<file path="src/rtl/grade_accumulator_if.sv">
// Signal bundle for grade_accumulator: button/grade inputs and display/status outputs.
// Signal names match the block's original port names.
interface grade_accumulator_if #(
   parameter int NGRADES    = 4,
   parameter int GRADE_BITS = 4,
   parameter int MAX_GRADE  = 10
);
   localparam int CNT_W = $clog2(NGRADES + 1);
   localparam int AVG_W = $clog2(MAX_GRADE + 1);

   logic [GRADE_BITS-1:0] grade_in;
   logic                  enter;
   logic                  clear;
   logic                  mode;
   logic [7:0]            SEG;
   logic [CNT_W-1:0]      count;
   logic [AVG_W-1:0]      avg;
   logic                  valid;
   logic                  busy;
   logic                  err;

   modport master (
      output grade_in, enter, clear, mode,
      input  SEG, count, avg, valid, busy, err
   );

   modport slave (
      input  grade_in, enter, clear, mode,
      output SEG, count, avg, valid, busy, err
   );
endinterface

</file>
<file path="src/rtl/grade_accumulator.sv">
// Collects NGRADES button-entered grades, divides by repeated subtraction and
// shows the average (digit or pass/final/fail letter) on a seven-segment display.
module grade_accumulator #(
   parameter int NGRADES    = 4,
   parameter int GRADE_BITS = 4,
   parameter int MAX_GRADE  = 10,
   parameter int PASS_MIN   = 7,
   parameter int FINAL_MIN  = 4
) (
   input logic clk_2,
   input logic reset,
   grade_accumulator_if.slave bus
);
   localparam int SUM_W = $clog2(MAX_GRADE * NGRADES + 1);
   localparam int CNT_W = $clog2(NGRADES + 1);
   localparam int AVG_W = $clog2(MAX_GRADE + 1);
   localparam int unsigned MAXG  = MAX_GRADE;
   localparam int unsigned PASSU = PASS_MIN;
   localparam int unsigned FINLU = FINAL_MIN;

   typedef enum logic [1:0] {COLLECT, DIVIDE, SHOW} state_t;

   state_t             state, state_n;
   logic               enter_q;
   logic [SUM_W-1:0]   sum, sum_n;
   logic [SUM_W-1:0]   rem, rem_n;
   logic [AVG_W-1:0]   quot, quot_n;
   logic [AVG_W-1:0]   avg_r, avg_n;
   logic [CNT_W-1:0]   count_r, count_n;
   logic               err_r, err_n;
   logic               enter_edge;
   logic               grade_ok;
   logic [7:0]         seg;

   // enter_q resets high so a button held through reset release is not an edge
   assign enter_edge = bus.enter & ~enter_q;
   assign grade_ok   = 32'(bus.grade_in) <= MAXG;

   always_ff @(posedge clk_2 or posedge reset) begin
      if (reset) begin
         state   <= COLLECT;
         enter_q <= 1'b1;
         sum     <= '0;
         rem     <= '0;
         quot    <= '0;
         avg_r   <= '0;
         count_r <= '0;
         err_r   <= 1'b0;
      end else begin
         state   <= state_n;
         enter_q <= bus.enter;
         sum     <= sum_n;
         rem     <= rem_n;
         quot    <= quot_n;
         avg_r   <= avg_n;
         count_r <= count_n;
         err_r   <= err_n;
      end
   end

   always_comb begin
      state_n = state;
      sum_n   = sum;
      rem_n   = rem;
      quot_n  = quot;
      avg_n   = avg_r;
      count_n = count_r;
      err_n   = err_r;
      if (bus.clear) begin
         state_n = COLLECT;
         sum_n   = '0;
         rem_n   = '0;
         quot_n  = '0;
         avg_n   = '0;
         count_n = '0;
         err_n   = 1'b0;
      end else begin
         case (state)
            COLLECT: begin
               if (enter_edge) begin
                  if (grade_ok) begin
                     sum_n   = sum + SUM_W'(bus.grade_in);
                     count_n = count_r + CNT_W'(1);
                     err_n   = 1'b0;
                     if (count_n == CNT_W'(NGRADES)) begin
                        state_n = DIVIDE;
                        rem_n   = sum_n;
                        quot_n  = '0;
                     end
                  end else begin
                     err_n = 1'b1;
                  end
               end
            end
            DIVIDE: begin
               if (rem >= SUM_W'(NGRADES)) begin
                  rem_n  = rem - SUM_W'(NGRADES);
                  quot_n = quot + AVG_W'(1);
               end else begin
                  avg_n   = quot;
                  state_n = SHOW;
               end
            end
            SHOW: begin
               if (enter_edge) begin
                  state_n = COLLECT;
                  sum_n   = '0;
                  count_n = '0;
               end
            end
            default: state_n = COLLECT;
         endcase
      end
   end

   function automatic logic [7:0] digit_seg(input int unsigned d);
      case (d)
         0:       digit_seg = 8'h3F;
         1:       digit_seg = 8'h06;
         2:       digit_seg = 8'h5B;
         3:       digit_seg = 8'h4F;
         4:       digit_seg = 8'h66;
         5:       digit_seg = 8'h6D;
         6:       digit_seg = 8'h7D;
         7:       digit_seg = 8'h07;
         8:       digit_seg = 8'h7F;
         9:       digit_seg = 8'h6F;
         default: digit_seg = 8'h00;
      endcase
   endfunction

   // Display is purely combinational so a mode change shows in the same cycle
   always_comb begin
      int unsigned a;
      a   = 32'(avg_r);
      seg = 8'h00;
      if (state == SHOW) begin
         if (!bus.mode) begin
            if (a <= 9) seg = digit_seg(a);
            else        seg = digit_seg(a - 10) | 8'h80;
         end else begin
            if (a >= PASSU)      seg = 8'h77;
            else if (a >= FINLU) seg = 8'h79;
            else                 seg = 8'h50;
         end
      end
   end

   assign bus.SEG   = seg;
   assign bus.count = count_r;
   assign bus.avg   = avg_r;
   assign bus.valid = (state == SHOW);
   assign bus.busy  = (state == DIVIDE);
   assign bus.err   = err_r;
endmodule

</file>
<file path="src/flat_wrapper.sv">
// flat-port wrapper written by rule: the top's interface ports become plain ports
module grade_accumulator_flat 
#(
   parameter int NGRADES    = 4,
   parameter int GRADE_BITS = 4,
   parameter int MAX_GRADE  = 10,
   parameter int PASS_MIN   = 7,
   parameter int FINAL_MIN  = 4
)
  (clk_2, reset, bus_grade_in, bus_enter, bus_clear, bus_mode, bus_SEG, bus_count, bus_avg, bus_valid, bus_busy, bus_err);
  grade_accumulator_if #(.NGRADES(NGRADES), .GRADE_BITS(GRADE_BITS), .MAX_GRADE(MAX_GRADE)) bus_i ();
  input logic clk_2;
  input logic reset;
  input wire logic [$bits(bus_i.grade_in)-1:0] bus_grade_in;
  input wire logic [$bits(bus_i.enter)-1:0] bus_enter;
  input wire logic [$bits(bus_i.clear)-1:0] bus_clear;
  input wire logic [$bits(bus_i.mode)-1:0] bus_mode;
  output wire logic [$bits(bus_i.SEG)-1:0] bus_SEG;
  output wire logic [$bits(bus_i.count)-1:0] bus_count;
  output wire logic [$bits(bus_i.avg)-1:0] bus_avg;
  output wire logic [$bits(bus_i.valid)-1:0] bus_valid;
  output wire logic [$bits(bus_i.busy)-1:0] bus_busy;
  output wire logic [$bits(bus_i.err)-1:0] bus_err;
  assign bus_i.grade_in = bus_grade_in;
  assign bus_i.enter = bus_enter;
  assign bus_i.clear = bus_clear;
  assign bus_i.mode = bus_mode;
  assign bus_SEG = bus_i.SEG;
  assign bus_count = bus_i.count;
  assign bus_avg = bus_i.avg;
  assign bus_valid = bus_i.valid;
  assign bus_busy = bus_i.busy;
  assign bus_err = bus_i.err;
  grade_accumulator #(.NGRADES(NGRADES), .GRADE_BITS(GRADE_BITS), .MAX_GRADE(MAX_GRADE), .PASS_MIN(PASS_MIN), .FINAL_MIN(FINAL_MIN)) u_core (.clk_2(clk_2), .reset(reset), .bus(bus_i));
endmodule
</file>
<file path="config.mk">
export PLATFORM = sky130hd
export DESIGN_NAME = grade_accumulator_flat
export DESIGN_NICKNAME = d
export VERILOG_FILES = /design/src/rtl/grade_accumulator_if.sv /design/src/rtl/grade_accumulator.sv /design/src/flat_wrapper.sv
export SDC_FILE = /design/constraint.sdc
export NUM_CORES = 1
export LEC_CHECK = 0
export ABC_AREA = 1
export BUFFER_PORTS_ARGS = -buffer_cell sky130_fd_sc_hd__clkbuf_2
export CORE_MARGIN = 1.5
export CORE_UTILIZATION = 62
export CTS_BUF_LIST = sky130_fd_sc_hd__clkbuf_16
export DETAILED_ROUTE_END_ITERATION = 8
export PLACE_DENSITY_LB_ADDON = 0.3
export SYNTH_ARGS = -nofsm -noshare
export SYNTH_HDL_FRONTEND = slang
export SYNTH_SLANG_ARGS = --single-unit
</file>
<file path="constraint.sdc">
create_clock -name clk_2 -period 2.64 [get_ports clk_2]
set_input_delay 0.132 -clock clk_2 [delete_from_list [all_inputs] [get_ports clk_2]]
set_output_delay 0.132 -clock clk_2 [all_outputs]
set_load 0.05 [all_outputs]
</file>
After elaboration in Yosys (flattened, before gate mapping)
Memory sizes are Yosys's and may differ from the RTL's.
Cells that the tools add are included.
Widths: inputs -> output; s select.
{"block": "word_totals", "mem_bits_ro": 224, "reg_bits": 27, "wordCells": 86, "inputBits": 9, "mem_count": 2, "out_inout_bits": 18}
{"memory": "(name not given)", "depth": 16, "word_bits": 7, "rd": 1, "rd_ports_with_merged_regs": 0, "write_ports": 0, "line": "grade_accumulator.sv:117", "rtl": "case (d)"}
{"memory": "(name not given)", "depth": 16, "word_bits": 7, "rd": 1, "rd_ports_with_merged_regs": 0, "write_ports": 0, "line": "grade_accumulator.sv:117"}
{"block": "classes", "muxes": 42, "n_eq_ne": 10, "magnitude_cmp": 5, "addsub": 5, "n_reduce_logical": 12, "n_bitwise": 2}
{"cell": "$mux 6", "count": 10}
{"cell": "$mux 4", "count": 8}
{"cell": "$mux 8", "count": 4}
{"cell": "$logic_not 28->1", "count": 1}
{"cell": "$pmux 6 s2", "count": 2}
{"cell": "$ne 3x2->1 const B", "count": 5}
{"cell": "$mux 2", "count": 6}
{"cell": "$mux 3", "count": 4}
{"cell": "$reduce_and 5->1", "count": 2}
{"cell": "$ge 4x3->1 const B", "count": 2}
{"cell": "$le 4x4->1 const B", "count": 2}
{"cell": "$pmux 4 s2", "count": 1}
{"cell": "$mux 7", "count": 1}
{"cell": "$add 6x4->6", "count": 1}
{"cell": "$ge 6x3->1 const B", "count": 1}
{"cell": "$pmux 2 s3", "count": 1}
{"cell": "$pmux 3 s2", "count": 1}
{"cell": "$reduce_bool 2->1", "count": 3}
{"cell": "$reduce_bool 3->1", "count": 2}
{"cell": "$sub 6x3->6 const B", "count": 1}
{"cell": "$sub 4x4->5 const B", "count": 1}
{"cell": "$add 4x1->4 const B", "count": 1}
{"cell": "$mux 1", "count": 4}
{"cell": "$reduce_and 2->1", "count": 2}
{"cell": "10 further kinds", "count": 10}

Logic depth before layout (Yosys ltp)
Gate-level depths: netlist (run 1).
{"block": "logic_depth", "word_depth": 7, "ltp_mapped": 11, "ltp_nobuf": 10}

Least setup slack after synthesis (run 1)
Ideal clock, no wire load.
{"block": "synth_timing", "path_kind": "reg-to-output", "from": "reg u_core.avg_r[1] (netlist: u_core.bus.avg[1])", "to": "out bus_SEG[6]", "path_stages_with_launch": 9, "arrival_ps": 2652, "t_required_ps": 2508, "n_path_buf": 0, "path_slack_ps": -144, "cell_sequence": "dfrtp_1 inv_1 ha_1 inv_1 nand2_1 nand2_1 or2_0 nand3_1 a31oi_1"}
{"block": "synth_via", "elab_chain_len": 6, "word_cells_on_any_way": 9, "cone_classes": "add/sub (1); order compare (1); mux (4); reduce/logical (1); memory (2)"}
{"element": "from (decl)", "line": "grade_accumulator.sv:28", "rtl": "logic [AVG_W-1:0] avg_r, avg_n;"}
{"element": "from (signal assigned)", "line": "grade_accumulator.sv:55", "rtl": "avg_r <= avg_n;"}
{"element": "$sub 4x4->5", "line": "grade_accumulator.sv:140", "rtl": "else seg = digit_seg(a - 10) | 8'h80;"}
{"element": "$mem_v2 16x7 or $logic_not 28->1 (tied branches)"}
{"element": "$mux 7", "line": "grade_accumulator.sv:117"}
{"element": "$mux 8 *", "line": "grade_accumulator.sv:139", "rtl": "if (a <= 9) seg = digit_seg(a);"}
{"element": "$mux 8 *", "line": "grade_accumulator.sv:138", "rtl": "if (!bus.mode) begin"}
{"element": "$mux 8 *", "line": "grade_accumulator.sv:137", "rtl": "if (state == SHOW) begin"}
{"element": "to (decl)", "line": "flat_wrapper.sv:18", "rtl": "output wire logic [$bits(bus_i.SEG)-1:0] bus_SEG;"}
Every way passes the cells marked *; elsewhere a longest branch is shown, timed or not.

Worst setup path after layout (run 1)
{"block": "layout_timing", "from": "reg u_core.avg_r[1] (netlist: u_core.bus.avg[1])", "to": "out bus_SEG[5]"}
{"block": "layout_via", "elab_chain_len": 6, "word_cells_on_any_way": 13, "cone_classes": "add/sub (1); order compare (3); mux (6); reduce/logical (1); memory (2)"}
{"element": "$sub 4x4->5", "line": "grade_accumulator.sv:140"}
{"element": "$mem_v2 16x7 or $logic_not 28->1 (tied branches)"}
{"element": "$mux 7", "line": "grade_accumulator.sv:117"}
{"element": "$mux 8", "line": "grade_accumulator.sv:139"}
{"element": "$mux 8 *", "line": "grade_accumulator.sv:138"}
{"element": "$mux 8 *", "line": "grade_accumulator.sv:137"}
Marks and branches as above.

==> flow_summary.ini, run 1 <==
[finish]
postLayoutCoreUtil = 0.751
stdcell_area_um2 = 2330
nets = 332
fillers = 267
drive_gt1_frac = 0.214
fin_cells = 348
area_delta_synth_final_pct = 13.1
num_antenna_cells = 0

[timing]
setup_viol = 0
skew_ns = 0.00370
finalCritPeriodShare = 0.915
clock.fmax_mhz = 414
drv_slew = 0
rsz0062_at_grt = no
min_period_ns = 2.42
relSlewSlack = 0.327
hold_viol_final = 0
worst_pin_slew_ns = 1.01

[cts]
tritoncts = built
h-tree-depth = 1
cts_buffers = 3
clock_sinks = 27
clockRootBuffer = clkbuf_16
cts.clk_slew.worst_paths_ns = 0.06
clk-insertion-delay-late_ns = 0.26
clockBufferDepth = 2
postCtsSetupBuffers = 0

[pwr]
p_per_area_nw_per_um2 = 657
p_total_w = 0.00153
peakVddDrop_uv = 466
leakage_nw = 1.21

[place]
place.gp.congestion = 0.984
port_buffers = 26
dpl-instance-area_um2 = 2240
placed_cells = 343
hpwlAfterDp_mm = 3.45

[floorplanning]
die_y_um = 60.7
core-area_um2 = 3100
start_util = 0.664
rows = 20
dieArea_um2 = 3680
die_w_um = 60.7
io_pins = 27

[yosys]
synth_seq_area_share = 0.328
ys_types = 33
synth-edff-count = 0
synth-main-ff-cell = dfrtp_1
syn_nets = 303
syn_area_per_cell_um2 = 7.47
synthesis.area_um2 = 2060
ys_warn_count = 0
ys_ff_latch = 27
ys_async_sr_fraction = 1.00
synthCells = 276

[setup_path]
endpoint_kind = output port
crit_fanout = 9
path_class = reg2out
ff2ff_path_depth = 8
worstPathRequired_ns = 2.51
cp.arrival_ns = 2.28
start_kind = flop

[run]
drv_cap = 0

[route]
wl_per_cell_um = 13.0
dr.first_iter.drc_count = 178
routed_wirelength_mm = 4.51
drc = 0
avgViaCountPerCell = 5.53
vias = 1925
drt_first_pass_iters = 5
route.antenna.remaining_nets = 0

[global_routing]
grt_pass1_wl_mm = 7.62
grt_pass1_vias = 1718
grt_use_total = 0.274
overflow = 0
antenna_found_initial = 0
grt_max_degree = 28

[run_status]
status = completed

[min_path]
worstHoldPathType = in2async
## registers in the layout (all words and copies together) (netlist names)
signal,cells
u_core.rem,6
u_core.sum,6
u_core.bus.avg,4
u_core.quot,4
u_core.bus.count,3
u_core.state,2
u_core.bus.err,1
u_core.enter_q,1
## metrics by stage
stage | setup TNS (ns) | hold WS [ns] | setup WS [ns]
after detailed placement | 0 | 0.238 | 0.479
after CTS | 0 | 0.124 | 0.169
after floorplan | -0.0000990 | 0.136 | -0.0000990
after global placement | 0 | 0.232 | 0.463
final | 0 | 0.0842 | 0.225
after global routing | 0 | 0.194 | 0.0409
## cell type report
class                   count  area [um2]  share of cell area
clock buffers               3        75.1              0.0322
well taps                  44        55.1              0.0236
inverters                  49         184              0.0789
multi-input cells         197        1190               0.512
flip-flops and latches     27         678               0.291
clock inverters             1        3.75             0.00161
repair buffers             27         140              0.0602
## power by group
part / internal [W] / switching [W]
clock: 0.000203 / 0.000135
combinational: 0.000206 / 0.000450
sequential: 0.000485 / 0.0000537
## synth_stat cells (all sizes together) (2+ instances only)
cell type / instances / area share
nand4: 2 / 0.0061
o22ai: 9 / 0.027
inv: 49 / 0.089
o211ai: 3 / 0.011
o21ai: 23 / 0.070
nand3: 33 / 0.098
dfrtp: 26 / 0.32
a31oi: 5 / 0.015
buf: 3 / 0.013
xnor2: 2 / 0.0085
nor3: 4 / 0.0097
ha: 17 / 0.10
nand2: 63 / 0.12
or2: 2 / 0.0061
a21oi: 7 / 0.021
nor2: 22 / 0.047
## cells by family after synthesis
logic type,synth area share
AOI/OAI and AO/OA,0.149
xor gates and xnor gates,0.0128
adders and majority gates,0.113
buffers and inverters,0.103
DFF,0.328
muxes,0.00486
and+or+nand+nor,0.290
## critical path, stage by stage, from the launching register on
cell	delay (ns)
dfrtp_2	0.46
inv_1	0.21
ha_1	0.31
nand2_1	0.14
nand3_2	0.20
nand2_1	0.10
o21ai_0	0.17
a21oi_1	0.05
nor2_1	0.09
clkbuf_2	0.28
## final timing paths
check	slack [ns]	start	end
setup / recovery	0.22	u_core.bus.avg[1]$_DFFE_PP0P_	bus_SEG[5]
hold / removal	0.08	reset	u_core.bus.count[1]$_DFFE_PP0P_
setup reg to reg	0.89	u_core.sum[0]$_DFFE_PP0P_	u_core.rem[4]$_DFFE_PP0P_
hold reg to reg	0.53	u_core.bus.count[0]$_DFFE_PP0P_	u_core.bus.count[0]$_DFFE_PP0P_
max in group asynchronous	1.88	reset	u_core.bus.avg[1]$_DFFE_PP0P_
min in group clk_2	0.20	bus_clear	u_core.state[0]$_DFFE_PP0P_
## layout by cell type, fill, tap and decap left out, types with 2 or more instances in the layout
cell / netlist / layout
inv_1: 43 / 44
a31oi_1: 5 / 4
o21ai_0: 9 / 9
nor2_1: 18 / 18
dfrtp_1: 26 / 25
clkbuf_16: 0 / 3
a21oi_2: 2 / 2
nor2_2: 3 / 3
a21oi_1: 5 / 5
nand2_1: 60 / 59
nand3_1: 27 / 27
ha_1: 17 / 17
o21ai_1: 6 / 6
clkbuf_2: 0 / 25
nor3_1: 4 / 3
o21ai_2: 8 / 8
nand4_1: 2 / 2
xnor2_1: 2 / 2
nand2_2: 3 / 4
o211ai_1: 3 / 3
inv_2: 6 / 6
nand3_2: 5 / 5
o22ai_1: 9 / 9
## repair_timing
| item | CTS | global route |
|---|---|---|
| hold buffers | 1 | 0 |
| setup endpoints to repair | 0 | 3 |
| gates resized for setup | 0 | 3 |
| endpoints found under the hold margin | 1 | 0 |
## metal layers
metal	GRT usage	vias up	share of wire
met3	0.0512	9	0.077
met2	0.406	81	0.45
li1	-	966	-
met5	0	-	0
met4	0.0870	0	0.013
met1	0.409	869	0.46
Power figures use the tool's default switching activity.
==> run 2, diff against run 1 <==
- RECOVER_POWER: unset -> 25
==> run 2 against run 1 <==
  * Power about the same
  * First-iteration DRC count unchanged
  * Die area unchanged
  * Critical path type unchanged
  * Critical endpoint unchanged
  * Largest power group unchanged
==> flow_summary.ini, run 2 (same netlist as run 1, synthesis figures left out) <==
[run_status]
status = completed

[pwr]
p_per_area_nw_per_um2 = 657
p_clk_frac = 0.220
combPwrFrac = 0.428
p_seq_frac = 0.352
leakage_nw = 1.21
p_sw_frac = 0.417
peakVddDrop_uv = 466
p_int_w = 0.000893
p_sw_w = 0.000638

[run]
drv_cap = 0

[finish]
final_common_cell = nand2_1
area_delta_synth_final_pct = 13.0
nets = 332
num_antenna_cells = 0
final_cell_mix = 59 x nand2_1, 44 x inv_1, 27 x nand3_1
postLayoutCoreUtil = 0.750
largestRegisters = u_core.rem: 6 flops, u_core.sum: 6 flops
drive_gt1_frac = 0.211

[cts]
clockRootBuffer = clkbuf_16
cts.clk_slew.worst_paths_ns = 0.06
clock_sinks = 27
clk-insertion-delay-late_ns = 0.26
h-tree-depth = 1
cts_buffers = 3
clockBufferDepth = 2
tritoncts = built

[global_routing]
grt_pass1_wl_mm = 7.62
antenna_found_initial = 0
grt_use_total = 0.274
overflow = 0
grt_max_degree = 28
grt_pass1_vias = 1718

[timing]
min_period_ns = 2.40
relSlewSlack = 0.326
worst_pin_slew_ns = 1.01
skew_ns = 0.00362
setup_viol = 0
whs_ns = 0.0849
rsz0062_at_grt = no
finalCritPeriodShare = 0.910
hold_viol_final = 0
drv_slew = 0
clock.fmax_mhz = 416
setup_tns_ns = 0

[setup_path]
slowest_delay_ns = 0.46
crit_fanout = 9
endpoint_kind = output port
start_kind = flop
worst-path-buf-inv = 2
path_cells = inv_1 > ha_1 > nand2_1 > nand3_2 > nand2_1 > o21ai_0 > a21oi_1 > nor2_1 > clkbuf_2
path_class = reg2out
slowest_stage = dfrtp_2
critPathTopFamily = simple AND/OR/NAND/NOR gates
cp_common_cell = nand2_1
worstPathRequired_ns = 2.51
cp.arrival_ns = 2.27

[floorplanning]
die_w_um = 60.7
rows = 20
core-area_um2 = 3100
start_util = 0.664
dieArea_um2 = 3680
io_pins = 27
die_y_um = 60.7

[min_path]
worstHoldPathType = in2async

[place]
place.gp.congestion = 0.984
port_buffers = 26
hpwlAfterDp_mm = 3.45

[route]
drc = 0
routed_wirelength_mm = 4.53
drt_first_pass_iters = 5
avgViaCountPerCell = 5.51
wl_per_cell_um = 13.0
vias = 1918
dr.first_iter.drc_count = 178
route.antenna.remaining_nets = 0
run 2: cell types whose count changed in the layout (fill, tap and decap cells not counted):
cell      previous run  this run
clkbuf_2            25        24
clkbuf_1             0         1
run 2: path summary, 6_finish.rpt:
check,start,to,slack [ns],depth (start not counted)
worst max-delay path,u_core.bus.avg[1]$_DFFE_PP0P_,bus_SEG[5],0.24,9
worst min-delay path,reset,u_core.bus.count[1]$_DFFE_PP0P_,0.08,2
worst max register to register,u_core.sum[0]$_DFFE_PP0P_,u_core.rem[4]$_DFFE_PP0P_,0.89,8
worst min register to register,u_core.bus.count[0]$_DFFE_PP0P_,u_core.bus.count[0]$_DFFE_PP0P_,0.53,1
max in group asynchronous,reset,u_core.bus.avg[1]$_DFFE_PP0P_,1.87,2
min in group clk_2,bus_clear,u_core.state[0]$_DFFE_PP0P_,0.20,2
run 2: final cells by class:
type	instances	area (um2)
inverters	49	184
clock buffers	3	75.1
fillers	268	774
clock inverters	1	3.75
flip-flops and latches	27	678
well taps	44	55.1
multi-input cells	197	1190
repair buffers	27	139
run 2: what timing repair did:
item	CTS	global route
gates resized for setup	0	3
endpoints found under the setup margin	0	3
hold buffers	1	0
setup buffers	0	0
hold endpoints to repair	1	0
run 2: through the flow:
| stage | power, W | setup slack (ns) | area, um2 | std cells |
|---|---|---|---|---|
| detailed placement | 0.00119 | 0.479 | 2240 | 343 |
| floorplan | 0.00107 | -0.0000990 | 2080 | 276 |
| CTS | 0.00154 | 0.169 | 2330 | 348 |
| global route | 0.00164 | 0.0409 | 2330 | 348 |
| finish | 0.00153 | 0.237 | 2330 | 348 |
| global placement | 0.00118 | 0.463 | 2240 | 343 |
run 2: worst register-to-register path, cell delays in order (launching register included):
cell and delay (ns):
dfrtp_1 0.38, ha_1 0.22, fa_1 0.41, nand3_1 0.09
nand2_1 0.07, xor2_1 0.20, nand2_1 0.10, nand3_1 0.11
o21ai_2 0.05
run 2: metal layers:
layer  up-vias  wire [um]  track usage
met5         -          0            0
met1       864       2150        0.409
met4         0         46       0.0870
met2        79       2020        0.406
li1        966          -            -
met3         9        316       0.0512
run 2: power groups by stage:
stage          Sequential [W]  Clock, W  Combinational (W)
3_3_place_gp         0.000542         0           0.000638
2_1_floorplan        0.000566         0           0.000505
6_report             0.000539  0.000337           0.000655
5_1_grt              0.000546  0.000357           0.000734
3_5_place_dp         0.000546         0           0.000649
4_1_cts              0.000539  0.000346           0.000657
==> run 3, diff against run 2 <==
- MAX_ROUTING_LAYER: unset -> met4
==> run 3 against run 2 <==
  * Count of clock-buffer cells in the layout stayed put
  * Via count fell by 2.0%
  * Hold slack got worse by 0.0086 ns
  * Setup slack lost 0.10 ns
  * Highest routed layer unchanged
  * Cell count unchanged
  * Non-clock buffer count is the same
  * Critical path type unchanged
  * Critical endpoint is now bus_SEG[6]
  * Sequential cell count did not move
==> flow_summary.ini, run 3 (same netlist as run 1, synthesis figures left out) <==
[cts]
clock_sinks = 27
clk-insertion-delay-late_ns = 0.27
clockBufferDepth = 2
h-tree-depth = 1
cts_buffers = 3
cts.clk_slew.worst_paths_ns = 0.07
clockRootBuffer = clkbuf_16
tritoncts = built
postCtsSetupBuffers = 0

[route]
dr.first_iter.drc_count = 190
drt_first_pass_iters = 5
route.antenna.remaining_nets = 0
wl_per_cell_um = 13.1
vias = 1879
drc = 0
routed_wirelength_mm = 4.57
avgViaCountPerCell = 5.40

[setup_path]
cp.arrival_ns = 2.37
worstPathRequired_ns = 2.51
path_class = reg2out
crit_fanout = 9
slowest_stage = dfrtp_1
endpoint_kind = output port
path_cells = inv_1 > ha_1 > nand2_1 > nand3_2 > nor2_1 > nand3_1 > a31oi_2 > clkbuf_2
slowest_delay_ns = 0.48
start_kind = flop

[timing]
setup_viol = 0
rsz0062_at_grt = no
skew_ns = 0.00786
drv_slew = 0
min_period_ns = 2.51
worst_pin_slew_ns = 1.01
hold_viol_final = 0
finalCritPeriodShare = 0.949
clock.fmax_mhz = 399
fin_ws_ns = 0.134
relSlewSlack = 0.325

[floorplanning]
start_util = 0.664
die_y_um = 60.7
core-area_um2 = 3100
dieArea_um2 = 3680
io_pins = 27
die_w_um = 60.7
rows = 20

[finish]
stdcell_area_um2 = 2330
largestRegisters = u_core.rem: 6 flops, u_core.sum: 6 flops
area_delta_synth_final_pct = 13.0
drive_gt1_frac = 0.207
postLayoutCoreUtil = 0.750
num_antenna_cells = 0
nets = 332
final_common_cell = nand2_1
final_cell_mix = 60 x nand2_1, 43 x inv_1, 27 x nand3_1
fillers = 269
fin_cells = 348

[global_routing]
overflow = 0
antenna_found_initial = 0
grt_use_total = 0.275
grt_max_degree = 28
grt_pass1_vias = 1639
grt_pass1_wl_mm = 7.33

[pwr]
p_total_w = 0.00155
p_per_area_nw_per_um2 = 666
leakage_nw = 1.21
peakVddDrop_uv = 467

[run]
drv_cap = 0

[place]
dpl-instance-area_um2 = 2240
port_buffers = 26
place.gp.congestion = 0.956
place_ws_ns = 0.470
hpwlAfterDp_mm = 3.45
placed_cells = 343

[run_status]
status = completed

[min_path]
worstHoldPathType = in2async
run 3: final timing paths:
path                                                 end  slack (ns)                     startpoint  depth (start not counted)
min reg2reg                    u_core.sum[0]$_DFFE_PP0P_        0.54      u_core.sum[0]$_DFFE_PP0P_                          2
min in group clk_2           u_core.state[0]$_DFFE_PP0P_        0.20                      bus_clear                          2
max in group asynchronous  u_core.bus.avg[2]$_DFFE_PP0P_        1.94                          reset                          2
max                                           bus_SEG[6]        0.13  u_core.bus.avg[1]$_DFFE_PP0P_                          8
max reg2reg                    u_core.rem[4]$_DFFE_PP0P_        0.83      u_core.sum[0]$_DFFE_PP0P_                          8
min                            u_core.rem[2]$_DFFE_PP0P_        0.08                          reset                          2
run 3: worst max-delay path: cells and delay by family (launching register included):
kind            cells  cell delay, ns
simple gates        4            0.68
buf+inv             2            0.49
compound gates      1            0.17
fa+ha+maj           1            0.30
flops               1            0.48
run 3: per-layer routing:
metal  wire length [um]  track usage  share of wire  vias to the layer above
li1                   -            -              -                      961
met4                 40       0.0621         0.0087                        0
met3                199       0.0341          0.044                        5
met5                  0            -              0                        -
met1               2320        0.395           0.51                      844
met2               2020        0.419           0.44                       69
run 3: timing repair:
action,CTS,global route
setup endpoints to repair,0,1
hold buffers,1,0
resized for setup,0,1
endpoints found under the hold margin,1,0
run 3: power breakdown:
group,leakage (nW),switching [W],internal (W),total (W)
sequential,0.365,0.0000566,0.000484,0.000541
combinational,0.804,0.000453,0.000205,0.000658
clock,0.0371,0.000145,0.000206,0.000351
total,1.21,0.000654,0.000896,0.00155
run 3: per-stage QoR:
step                hold WS (ns)  setup TNS (ns)
floorplan                  0.136      -0.0000990
global placement           0.232               0
detailed placement         0.233               0
CTS                        0.115               0
global route               0.183               0
finish                    0.0763               0
run 3: final cells by class:
class,count,area [um2],share of cell area
Clock inverter,1,7.51,0.00322
Multi-Input combinational cell,197,1190,0.512
Timing Repair Buffer,27,139,0.0596
Inverter,49,184,0.0790
Sequential cell,27,677,0.291
Tap cell,44,55.1,0.0236
Clock buffer,3,75.1,0.0322
